## src/rtl/vga_image_reader_if.sv

```systemverilog
// vga_image_reader_if
//   Read port between the VGA image reader and data memory.
//   vgaAdress : byte address driven by the reader (32 bits).
//   ImageData : pixel byte returned by memory, a combinational function of
//               vgaAdress (8 bits).
//   Modports: master = reader side, slave = memory side.
interface vga_image_reader_if;
  logic [31:0] vgaAdress;
  logic [7:0]  ImageData;

  modport master (output vgaAdress, input  ImageData);
  modport slave  (input  vgaAdress, output ImageData);
endinterface

```

## src/rtl/vga_image_reader.sv

```systemverilog
// vga_image_reader
//   Display-side reader of the data memory's VGA port. Generates 640x480@60
//   timing from a 50 MHz clock via an internal divide-by-2 pixel tick, fetches
//   an 8-bit grayscale image (row-major, BASE_ADDR, IMG_W x IMG_H), upscales it
//   by 2^SCALE_SHIFT, places it top-left and outputs 3-3-2 RGB. Everything
//   outside the image is black.
// Ports:
//   clk         system clock, 50 MHz
//   rst         synchronous active-high reset
//   en          display enable (0 = black pixels, timing keeps running)
//   mem         memory read port (vgaAdress out, ImageData in)
//   hsync/vsync active-low syncs
//   red/green/blue  colour outputs (3/3/2 bits)
//   frame_start one-clk pulse when pixel (0,0) enters the pipeline
module vga_image_reader #(
  parameter logic [31:0] BASE_ADDR   = '0,
  parameter int unsigned IMG_W       = 64,
  parameter int unsigned IMG_H       = 64,
  parameter int unsigned SCALE_SHIFT = 2
) (
  input  logic                       clk,
  input  logic                       rst,
  input  logic                       en,
  vga_image_reader_if.master         mem,
  output logic                       hsync,
  output logic                       vsync,
  output logic [2:0]                 red,
  output logic [2:0]                 green,
  output logic [1:0]                 blue,
  output logic                       frame_start
);

  localparam logic [9:0] H_VISIBLE    = 10'd640;
  localparam logic [9:0] H_SYNC_START = 10'd656;
  localparam logic [9:0] H_SYNC_END   = 10'd752;
  localparam logic [9:0] H_LAST       = 10'd799;

  localparam logic [9:0] V_VISIBLE    = 10'd480;
  localparam logic [9:0] V_SYNC_START = 10'd490;
  localparam logic [9:0] V_SYNC_END   = 10'd492;
  localparam logic [9:0] V_LAST       = 10'd524;

  // Pixel-tick phase: pix_tick is high on the first clk after reset release
  // and every other clk thereafter.
  logic       phase;
  logic       pix_tick;

  logic [9:0] h_cnt;
  logic [9:0] v_cnt;

  // Stage-1 registers (travel alongside vgaAdress for one tick).
  logic       hs1;
  logic       vs1;
  logic       px1;

  // Combinational decode of the current counter position.
  logic [9:0]  col;
  logic [9:0]  row;
  logic        in_img;
  logic        visible;
  logic        h_sync_act;
  logic        v_sync_act;
  logic [31:0] img_offset;

  // Only the top three bits of the pixel byte reach the 3-3-2 outputs.
  logic        unused_image_bits;

  assign pix_tick          = ~phase;
  assign unused_image_bits = ^mem.ImageData[4:0];

  always_comb begin
    col        = h_cnt >> SCALE_SHIFT;
    row        = v_cnt >> SCALE_SHIFT;
    in_img     = (32'(col) < IMG_W) && (32'(row) < IMG_H);
    visible    = (h_cnt < H_VISIBLE) && (v_cnt < V_VISIBLE);
    h_sync_act = (h_cnt >= H_SYNC_START) && (h_cnt < H_SYNC_END);
    v_sync_act = (v_cnt >= V_SYNC_START) && (v_cnt < V_SYNC_END);
    img_offset = '0;
    if (in_img) begin
      img_offset = 32'(row) * IMG_W + 32'(col);
    end
  end

  always_ff @(posedge clk) begin
    if (rst) begin
      phase         <= 1'b0;
      h_cnt         <= '0;
      v_cnt         <= '0;
      mem.vgaAdress <= BASE_ADDR;
      hs1           <= 1'b1;
      vs1           <= 1'b1;
      px1           <= 1'b0;
      hsync         <= 1'b1;
      vsync         <= 1'b1;
      red           <= '0;
      green         <= '0;
      blue          <= '0;
      frame_start   <= 1'b0;
    end else begin
      phase       <= ~phase;
      // Self-clears on the following (non-tick) clk, giving a one-clk pulse.
      frame_start <= pix_tick && (h_cnt == '0) && (v_cnt == '0);

      if (pix_tick) begin
        if (h_cnt == H_LAST) begin
          h_cnt <= '0;
          v_cnt <= (v_cnt == V_LAST) ? '0 : v_cnt + 10'd1;
        end else begin
          h_cnt <= h_cnt + 10'd1;
        end

        // Stage 1: present the address and carry sync/valid alongside it.
        mem.vgaAdress <= BASE_ADDR + img_offset;
        hs1           <= ~h_sync_act;
        vs1           <= ~v_sync_act;
        px1           <= visible && in_img && en;

        // Stage 2: memory data for the stage-1 address is valid now.
        hsync <= hs1;
        vsync <= vs1;
        if (px1) begin
          red   <= mem.ImageData[7:5];
          green <= mem.ImageData[7:5];
          blue  <= mem.ImageData[7:6];
        end else begin
          red   <= '0;
          green <= '0;
          blue  <= '0;
        end
      end
    end
  end

endmodule

```

## src/flat_wrapper.sv

```systemverilog
// flat-port wrapper written by rule: the top's interface ports become plain ports
module vga_image_reader_flat 
#(
  parameter logic [31:0] BASE_ADDR   = '0,
  parameter int unsigned IMG_W       = 64,
  parameter int unsigned IMG_H       = 64,
  parameter int unsigned SCALE_SHIFT = 2
)
  (clk, rst, en, hsync, vsync, red, green, blue, frame_start, mem_vgaAdress, mem_ImageData);
  vga_image_reader_if mem_i ();
  input  logic clk;
  input  logic rst;
  input  logic en;
  output logic hsync;
  output logic vsync;
  output logic [2:0] red;
  output logic [2:0] green;
  output logic [1:0] blue;
  output logic frame_start;
  output wire logic [$bits(mem_i.vgaAdress)-1:0] mem_vgaAdress;
  input wire logic [$bits(mem_i.ImageData)-1:0] mem_ImageData;
  assign mem_vgaAdress = mem_i.vgaAdress;
  assign mem_i.ImageData = mem_ImageData;
  vga_image_reader #(.BASE_ADDR(BASE_ADDR), .IMG_W(IMG_W), .IMG_H(IMG_H), .SCALE_SHIFT(SCALE_SHIFT)) u_core (.clk(clk), .rst(rst), .en(en), .mem(mem_i), .hsync(hsync), .vsync(vsync), .red(red), .green(green), .blue(blue), .frame_start(frame_start));
endmodule
```

## config.mk

```make
export PLATFORM = sky130hd
export DESIGN_NAME = vga_image_reader_flat
export DESIGN_NICKNAME = d
export VERILOG_FILES = /design/src/rtl/vga_image_reader_if.sv /design/src/rtl/vga_image_reader.sv /design/src/flat_wrapper.sv
export SDC_FILE = /design/constraint.sdc
export NUM_CORES = 1
export LEC_CHECK = 0
export CAP_MARGIN = 25
export CORE_MARGIN = 3
export CORE_UTILIZATION = 25
export DETAILED_ROUTE_END_ITERATION = 8
export GPL_TIMING_DRIVEN = 0
export PLACE_DENSITY = 0.49
export RECOVER_POWER = 100
export SLEW_MARGIN = 20
export SYNTH_ARGS = -nofsm -noshare
export SYNTH_HDL_FRONTEND = slang
export SYNTH_SLANG_ARGS = --single-unit
```

## constraint.sdc

```tcl
create_clock -name clk -period 2.45 [get_ports clk]
set_clock_uncertainty 0.1 [all_clocks]
set_input_delay 0.49 -clock clk [delete_from_list [all_inputs] [get_ports clk]]
set_output_delay 0.49 -clock clk [all_outputs]
set_load 0.005 [all_outputs]
```

==> results.yml, run 1 <==
status:
  status: "complete, no violations"
cts:
  postCtsHoldBufs: 0
  cts_setup_buffers: 0
  cts_tree: "yes"
  ctsHtreeMaxLevel: 2
  root_buffer: "clkbuf_8"
  cts_made_buffers: 5
  clock-sinks: 45
  worstSkewPairLatency_ns: 0.29
  clock_path_buffers: 2
  path_clk_slew_ns: 0.08
floorplanning:
  initial_core_util_pct: 26.1
  die_area_sq_mm: 0.00986
  chipWidth_um: 99.3
  pin_count: 54
  chipHeight_um: 99.3
  core_sq_mm: 0.00834
  num_rows: 33
layout:
  final_nets: 313
  multi_input_area_sq_mm: 0.00105
  drive_gt1_share_pct: 13.9
  final_util_pct: 33.3
  fillers: 874
  seqCellArea_sq_um: 901
  finalNonFillerCells: 401
  antenna-diode-count: 0
  layout-area-overhead-vs-synth_pct: 27.5
timing:
  fin_crit_ns: 2.30
  final_max_slew_viol_count: 0
  rsz0062_at_grt: "no"
  worst_slack_ns: 0.153
  setup_viol: 0
  layout_worst_path_cycle_share_pct: 93.8
  final_hold_viol_count: 0
  max_slew_margin_pct: 59.7
  fmax_ghz: 0.435
  final.setup.tns_ns: 0
  tightest_slew_ns: 0.599
critical_path:
  cp.required_ns: 2.59
  path_class: "reg2reg"
  crit_fanout: 10
  cp-end-kind: "flip-flop"
  crit_arrival_ns: 2.44
  crit_path_start_kind: "flip-flop"
global_route:
  grt-ovfl-total: 0
  grt_pass1_wl_um: 8310
  grt_pass1_vias: 1653
  grt_max_degree: 14
  grt_usage_pct: 10.3
  antenna_found_initial: 0
yosys:
  synth_area_sq_mm: 0.00218
  synth_common_cells: "dfxtp_1, buf_4, nand2_1"
  synth_edf_count: 0
  synth_area_leader_cell: "dfxtp_1"
  synth_cell_types: 45
  synthArstFlopShare_pct: 0
  avgSynthCellArea_sq_um: 9.00
  ys_seq_area_share_pct: 41.4
  syn_inst: 242
  synthFlopType: "dfxtp_1"
  ys.warnings.count: 0
  synth.most_common_cell: "dfxtp_1"
  yosysTopAreaCellShare_pct: 41.4
  ys_ff_latch: 45
  synth_area_leaders: "dfxtp_1, buf_4, nand2_1"
power_and_ir_drop:
  power_frac_seq_pct: 54.7
  peakVddDrop_mv: 0.200
  comb_power_share_pct: 9.8
  netSwitchingPower_mw: 0.333
  switching_share_pct: 23.7
  leakagePower_nw: 1.17
  p_int_mw: 1.07
  total_power_mw: 1.40
  p_clk_share_pct: 35.5
  powerDensity_mw_per_mm2: 506
drt:
  drt_first_iter_violations: 102
  vias: 1758
  wl_per_cell_um: 12.0
  drc_errors: 0
  via_per_inst: 4.38
  totalWireLength_um: 4810
  firstDrtPassIters: 4
  detail-route-antenna-nets: 0
run:
  cap_violations: 0
placed_design:
  io_buffers: 30
  dp_hpwl_um: 3600
  gp_congestion: 0.780
  place_ws_ns: -0.181
  dp.cells: 393
worst_hold_path:
  hold_path.class: "reg2reg"
sequential cells by signal, indices dropped and copies added, names as in the netlist:
name,cells
u_core.vs1,1
u_core.vsync,1
u_core.hs1,1
u_core.v_cnt,10
u_core.frame_start,1
u_core.mem.vgaAdress,15
u_core.blue,2
u_core.h_cnt,10
u_core.px1,1
u_core.phase,1
u_core.hsync,1
u_core.green,1
critical path, stage by stage (launching register included):
cell	delay, ns
dfxtp_1	0.31
clkbuf_1	0.30
nand2_1	0.24
or4_4	0.58
buf_6	0.15
or4_1	0.46
nand3_1	0.10
metal layers:
| layer | vias up | global-route usage, % | wire length [um] |
|---|---|---|---|
| met1 | 794 | 13.8 | 2280 |
| met3 | 7 | 1.89 | 246 |
| met2 | 43 | 16.4 | 2200 |
| met5 | - | 0 | 0 |
| met4 | 0 | 4.10 | 89 |
| li1 | 914 | - | - |
layout make-up:
| cell class | count | area share [%] |
|---|---|---|
| buffer | 36 | 8.75 |
| clock buffer | 7 | 3.47 |
| clock inverter | 1 | 0.180 |
| inverter | 12 | 1.62 |
| multi-input combinational | 165 | 38.0 |
| sequential | 45 | 32.5 |
| tap | 105 | 4.73 |
| timing repair buffer | 30 | 10.8 |
power by group through the flow:
| stage | combinational (mW) | sequential [mW] | clock [mW] |
|---|---|---|---|
| after CTS | 0.142 | 0.769 | 0.530 |
| after detailed placement | 0.140 | 0.785 | 0 |
| after global placement | 0.141 | 0.785 | 0 |
| after floorplan | 0.0948 | 0.782 | 0 |
| after global routing | 0.154 | 0.772 | 0.556 |
| final | 0.137 | 0.769 | 0.498 |
per-stage QoR:
| step | hold slack, ns | area, sq um |
|---|---|---|
| floorplan | 0.332 | 2240 |
| global placement | 0.341 | 2670 |
| detailed placement | 0.348 | 2670 |
| CTS | 0.368 | 2780 |
| global route | 0.380 | 2780 |
| finish | 0.352 | 2780 |
cells by family (layout without fill, tap and decap cells):
logic type | Yosys count | after routing | synth area share (%)
flip-flops | 45 | 45 | 41.4
other | 1 | 17 | 0.172
multiplexers | 2 | 2 | 0.920
AND/OR/NAND/NOR | 87 | 87 | 21.2
adder cells (fa/ha/maj) | 7 | 7 | 4.37
XOR/XNOR | 13 | 13 | 5.23
AO/OA/AOI/OAI | 39 | 39 | 13.3
buffers and inverters | 48 | 86 | 13.4
cell usage in the layout, fill, tap and decap left out, types with 4 or more instances in the layout:
master	count
xor2_1	7
inv_1	12
clkbuf_1	8
conb_1	17
o31ai_1	6
clkdlybuf4s50_1	5
nand4_1	6
a22o_1	7
o21ai_0	9
nand3_1	9
dfxtp_1	45
nor2_1	19
nor2b_1	4
nor4_1	6
clkbuf_8	7
dlygate4sd3_1	25
xnor2_1	6
ha_1	6
nand2_1	21
buf_4	23
worst paths after layout:
| check | startpoint | endpoint | slack, ns | depth (start not counted) |
|---|---|---|---|---|
| min | u_core.mem.vgaAdress[8] | u_core.mem.vgaAdress[8] | 0.35 | 2 |
| max reg2reg | u_core.h_cnt[4] | u_core.v_cnt[9] | 0.15 | 6 |
| min reg2reg | u_core.mem.vgaAdress[8] | u_core.mem.vgaAdress[8] | 0.35 | 2 |
| max | u_core.h_cnt[4] | u_core.v_cnt[9] | 0.15 | 6 |
timing repair:
action / CTS / global route
setup endpoints to repair: 1 / 6
gates resized for setup: 1 / 1
endpoints found under the hold margin: 0 / 0
Note: power is estimated with default switching activity, not from simulation.
==> inputs of run 2 (changes only) <==
--- a/config.mk
+++ b/config.mk
@@ -5,7 +5,7 @@
 export SDC_FILE = /design/constraint.sdc
 export NUM_CORES = 1
 export LEC_CHECK = 0
-export CAP_MARGIN = 25
+export CAP_MARGIN = 10
 export CORE_MARGIN = 3
 export CORE_UTILIZATION = 25
 export DETAILED_ROUTE_END_ITERATION = 8
==> results of run 2 <==
Same layout as run 1: the final DEF is identical, and so are final timing and power.
==> inputs of run 3 (changes only) <==
--- a/config.mk
+++ b/config.mk
@@ -7,10 +7,10 @@
 export LEC_CHECK = 0
 export CAP_MARGIN = 10
 export CORE_MARGIN = 3
-export CORE_UTILIZATION = 25
+export CORE_UTILIZATION = 49
 export DETAILED_ROUTE_END_ITERATION = 8
 export GPL_TIMING_DRIVEN = 0
-export PLACE_DENSITY = 0.49
+export PLACE_DENSITY = 0.83
 export RECOVER_POWER = 100
 export SLEW_MARGIN = 20
 export SYNTH_ARGS = -nofsm -noshare
==> run 3 against run 2 <==
  * Sequential share of layout area increased by 0.64 points
  * Sequential power about the same
  * Fmax decreased by 2.1%
  * Flip-flop and latch count unchanged
  * Critical path depth unchanged
  * Die area decreased by 46%
  * Hold slack got worse by 0.0031 ns
  * Register-to-register slack got worse by 0.05 ns
  * Critical path type unchanged
  * Largest cell class unchanged
  * Largest power group unchanged
==> results.yml, run 3 (synthesized netlist as in run 1, its figures left out) <==
status:
  status: "complete, no violations"
layout:
  layout_common_cells: "dfxtp_1, dlygate4sd3_1, buf_4"
  drive_gt1_share_pct: 13.5
  final_util_pct: 65.7
  reg.largest.list: "u_core.mem.vgaAdress (15), u_core.h_cnt (10), u_core.v_cnt (10)"
  largest_reg_flops: 15
  antenna-diode-count: 0
  final_nets: 313
  largest_register: "u_core.mem.vgaAdress"
  fillers: 350
  final_common_cell: "dfxtp_1"
  final_cell_area_sq_mm: 0.00272
  finalNonFillerCells: 346
  layout-area-overhead-vs-synth_pct: 25.0
cts:
  cts_made_buffers: 5
  postCtsHoldBufs: 0
  root_buffer: "clkbuf_8"
  ctsHtreeMaxLevel: 2
  cts_setup_buffers: 0
  worstSkewPairLatency_ns: 0.30
  clock_path_buffers: 2
  cts_tree: "yes"
  clock-sinks: 45
  path_clk_slew_ns: 0.08
power_and_ir_drop:
  leakagePower_nw: 1.16
  peakVddDrop_mv: 0.263
  comb_power_share_pct: 9.2
  power_frac_seq_pct: 51.8
  switching_share_pct: 22.7
  powerDensity_mw_per_mm2: 546
  total_power_mw: 1.49
  p_clk_share_pct: 39.0
  p_int_mw: 1.15
  netSwitchingPower_mw: 0.337
timing:
  whs_ns: 0.349
  rsz0062_at_grt: "no"
  worst_slack_ns: 0.102
  layout_worst_path_cycle_share_pct: 95.8
  final_max_slew_viol_count: 0
  final.setup.tns_ns: 0
  fin_crit_ns: 2.35
  setup_viol: 0
  fmax_ghz: 0.426
  final_hold_viol_count: 0
  tightest_slew_ns: 0.604
  max_slew_margin_pct: 59.2
placed_design:
  dp.cells: 338
  io_buffers: 30
  dp_hpwl_um: 3320
  gp_congestion: 0.889
  place_ws_ns: 0.0142
  dpl_cell_area_sq_mm: 0.00260
worst_hold_path:
  hold_path.class: "reg2reg"
floorplanning:
  chipWidth_um: 72.7
  chipHeight_um: 72.7
  die_area_sq_mm: 0.00528
  pin_count: 54
  initial_core_util_pct: 52.5
  num_rows: 23
  core_sq_mm: 0.00414
critical_path:
  crit_fanout: 10
  slowest_delay_ns: 0.58
  crit_arrival_ns: 2.49
  cp.required_ns: 2.59
  critPathTopFamily: "simple AND/OR/NAND/NOR gates"
  cpMaxStageDelayCell: "or4_4"
  cp-end-kind: "flip-flop"
  crit_buf_inv: 2
  path_class: "reg2reg"
  crit_chain: "clkbuf_1 -> nand2_1 -> or4_4 -> buf_6 -> or4_1 -> nand3_1"
  crit_path_start_kind: "flip-flop"
drt:
  detail-route-antenna-nets: 0
  totalWireLength_um: 4490
  drc_errors: 0
  vias: 1821
  drt_first_iter_violations: 81
  firstDrtPassIters: 4
  wl_per_cell_um: 13.0
  via_per_inst: 5.26
global_route:
  grt-ovfl-total: 0
  grt_pass1_wl_um: 7240
  antenna_found_initial: 0
  grt_max_degree: 14
  grt_usage_pct: 17.4
  grt_pass1_vias: 1652
run:
  cap_violations: 0
-- run 3: worst paths after layout --
kind	start	endpoint	slack [ns]	cells after the start
max	u_core.h_cnt[4]	u_core.v_cnt[9]	0.10	6
min	u_core.mem.vgaAdress[9]	u_core.mem.vgaAdress[9]	0.35	2
min reg2reg	u_core.mem.vgaAdress[9]	u_core.mem.vgaAdress[9]	0.35	2
max reg2reg	u_core.h_cnt[4]	u_core.v_cnt[9]	0.10	6
-- run 3: power by group through the flow --
stage	clock network, mW	registers [mW]	logic [mW]
2_1_floorplan	0	0.782	0.0948
3_3_place_gp	0	0.784	0.135
3_5_place_dp	0	0.785	0.138
4_1_cts	0.586	0.768	0.139
5_1_grt	0.619	0.773	0.153
6_report	0.578	0.770	0.137
-- run 3: final cells by class --
type | instances | area (sq um) | share of cell area [%]
buffer | 36 | 243 | 8.92
timing repair buffer | 30 | 300 | 11.0
clock inverter | 1 | 30.0 | 1.10
clock buffer | 7 | 86.3 | 3.17
tap | 50 | 62.6 | 2.30
inverter | 12 | 45.0 | 1.66
multi-input combinational | 165 | 1050 | 38.7
sequential | 45 | 901 | 33.1
-- run 3: worst min-delay path, delay by kind of cell (launching register included) --
| kind | cells | cell delay (ns) |
|---|---|---|
| AO/OA/AOI/OAI | 1 | 0.05 |
| flip-flops | 1 | 0.32 |
| AND/OR/NAND/NOR | 1 | 0.04 |
-- run 3: per-layer routing --
metal | track usage, % | vias up | wire [um] | share of wire, %
met5 | 0 | - | 0 | 0
met4 | 6.97 | 0 | 79 | 1.8
met3 | 4.13 | 7 | 373 | 8.3
met2 | 29.1 | 79 | 2100 | 47
met1 | 21.5 | 818 | 1930 | 43
li1 | - | 917 | - | -
-- run 3: repair_timing --
item,in CTS,in global routing
resized for setup,0,2
setup endpoints to repair,0,8
hold endpoints to repair,0,0
==> edit, RTL diff (flow settings as in run 2) <==
Put one more register stage on the output `green`, with the module's reset. The value now appears one clock later. The other outputs are not delayed to match.
--- a/src/rtl/vga_image_reader.sv
+++ b/src/rtl/vga_image_reader.sv
@@ -41,2 +41,4 @@
   localparam logic [9:0] V_LAST       = 10'd524;
+
+  logic [2:0] green_s0;
 
@@ -95,3 +97,3 @@
       red           <= '0;
-      green         <= '0;
+      green_s0      <= '0;
       blue          <= '0;
@@ -122,3 +124,3 @@
           red   <= mem.ImageData[7:5];
-          green <= mem.ImageData[7:5];
+          green_s0 <= mem.ImageData[7:5];
           blue  <= mem.ImageData[7:6];
@@ -126,3 +128,3 @@
           red   <= '0;
-          green <= '0;
+          green_s0 <= '0;
           blue  <= '0;
@@ -133,2 +135,10 @@
 
+  always_ff @(posedge clk) begin
+    if (rst) begin
+      green <= '0;
+    end else begin
+      green <= green_s0;
+    end
+  end
+
 endmodule
Function: changed (Yosys sat finds a counterexample within 4 cycles, from zero or initial values and one cycle with rst high).
==> edit against run 2 <==
- global-route usage fell by 0.38 points
- area after synthesis is 1.4% higher
- critical path type is now in2reg
- routed wire length fell by 0.60%
- final area up 3.1%
- sequential share of layout area is 1.2 points higher
- hold slack better by 18 ps
- worst setup slack worse by 43 ps
- sequential cell count is 3 higher
- power up 9.2%
- largest cell class unchanged
==> edit: results <==
export IMPL_place_area_mm2=0.00271
export IMPL_synth_compound_area_share_pct=10.3
export IMPL_dr_wl_met3_um=244
export IMPL_grt_util_all_layers_pct=9.93
export IMPL_yosysUniqueCellTypes=40
export IMPL_peakVddDrop_uv=216
export IMPL_power_leakage_nw=1.22
export IMPL_multi_input_area_share_pct=38.0
export IMPL_use_met3_pct=2.71
export IMPL_post_route_cells_drive_above_1_share_pct=13.3
export IMPL_first_iter_violations=65
export IMPL_place_congestion=0.841
export IMPL_place_ws_ps=-440
export IMPL_met2WireLength_mm=2.26
export IMPL_synth_commonest_cells="dfxtp_1 (48), nor2_1 (27), buf_4 (19), nand2_1 (19), xnor2_1 (12)"
export IMPL_post_route_period_util_pct=95.5
export IMPL_pwr_share_seq_pct=52.2
export IMPL_fillers=885
export IMPL_clockPowerShare_pct=40.9
export IMPL_nonClkBufAreaFrac_pct=18.3
export IMPL_dp_cells=390
export IMPL_status="finished clean"
export IMPL_use_met2_pct=16.2
export IMPL_synth_mux_area_share_pct=1.81
export IMPL_grt_first_pass_wirelength_mm=7.89
## edit: cell types whose count changed after synthesis, moves of 6 or more
cell     delta
nor2_1      +8
buf_4       -6
o21ai_0     -6
xnor2_1     +6
## edit: final timing paths
| path | startpoint | end | slack [ps] | cells past startpoint |
|---|---|---|---|---|
| worst max-delay path | rst | u_core.px1 | 110 | 6 |
| worst min-delay path | u_core.px1 | u_core.px1 | 370 | 2 |
| worst max register to register | u_core.h_cnt[0] | u_core.v_cnt[6] | 170 | 6 |
| worst min register to register | u_core.px1 | u_core.px1 | 370 | 2 |
## edit: what timing repair did
item / in CTS / in global routing
resized for setup: 2 / 4
setup buffers: 0 / 0
endpoints found under the hold margin: 0 / 0
setup endpoints to repair: 19 / 8
pin swaps: 0 / 1
## edit: logic make-up after synthesis
family,count (synthesis)
simple gates,92
flops,48
buf+inv,39
compound gates,30
xor+xnor,17
fa+ha+maj,7
mux,4
other cells,1
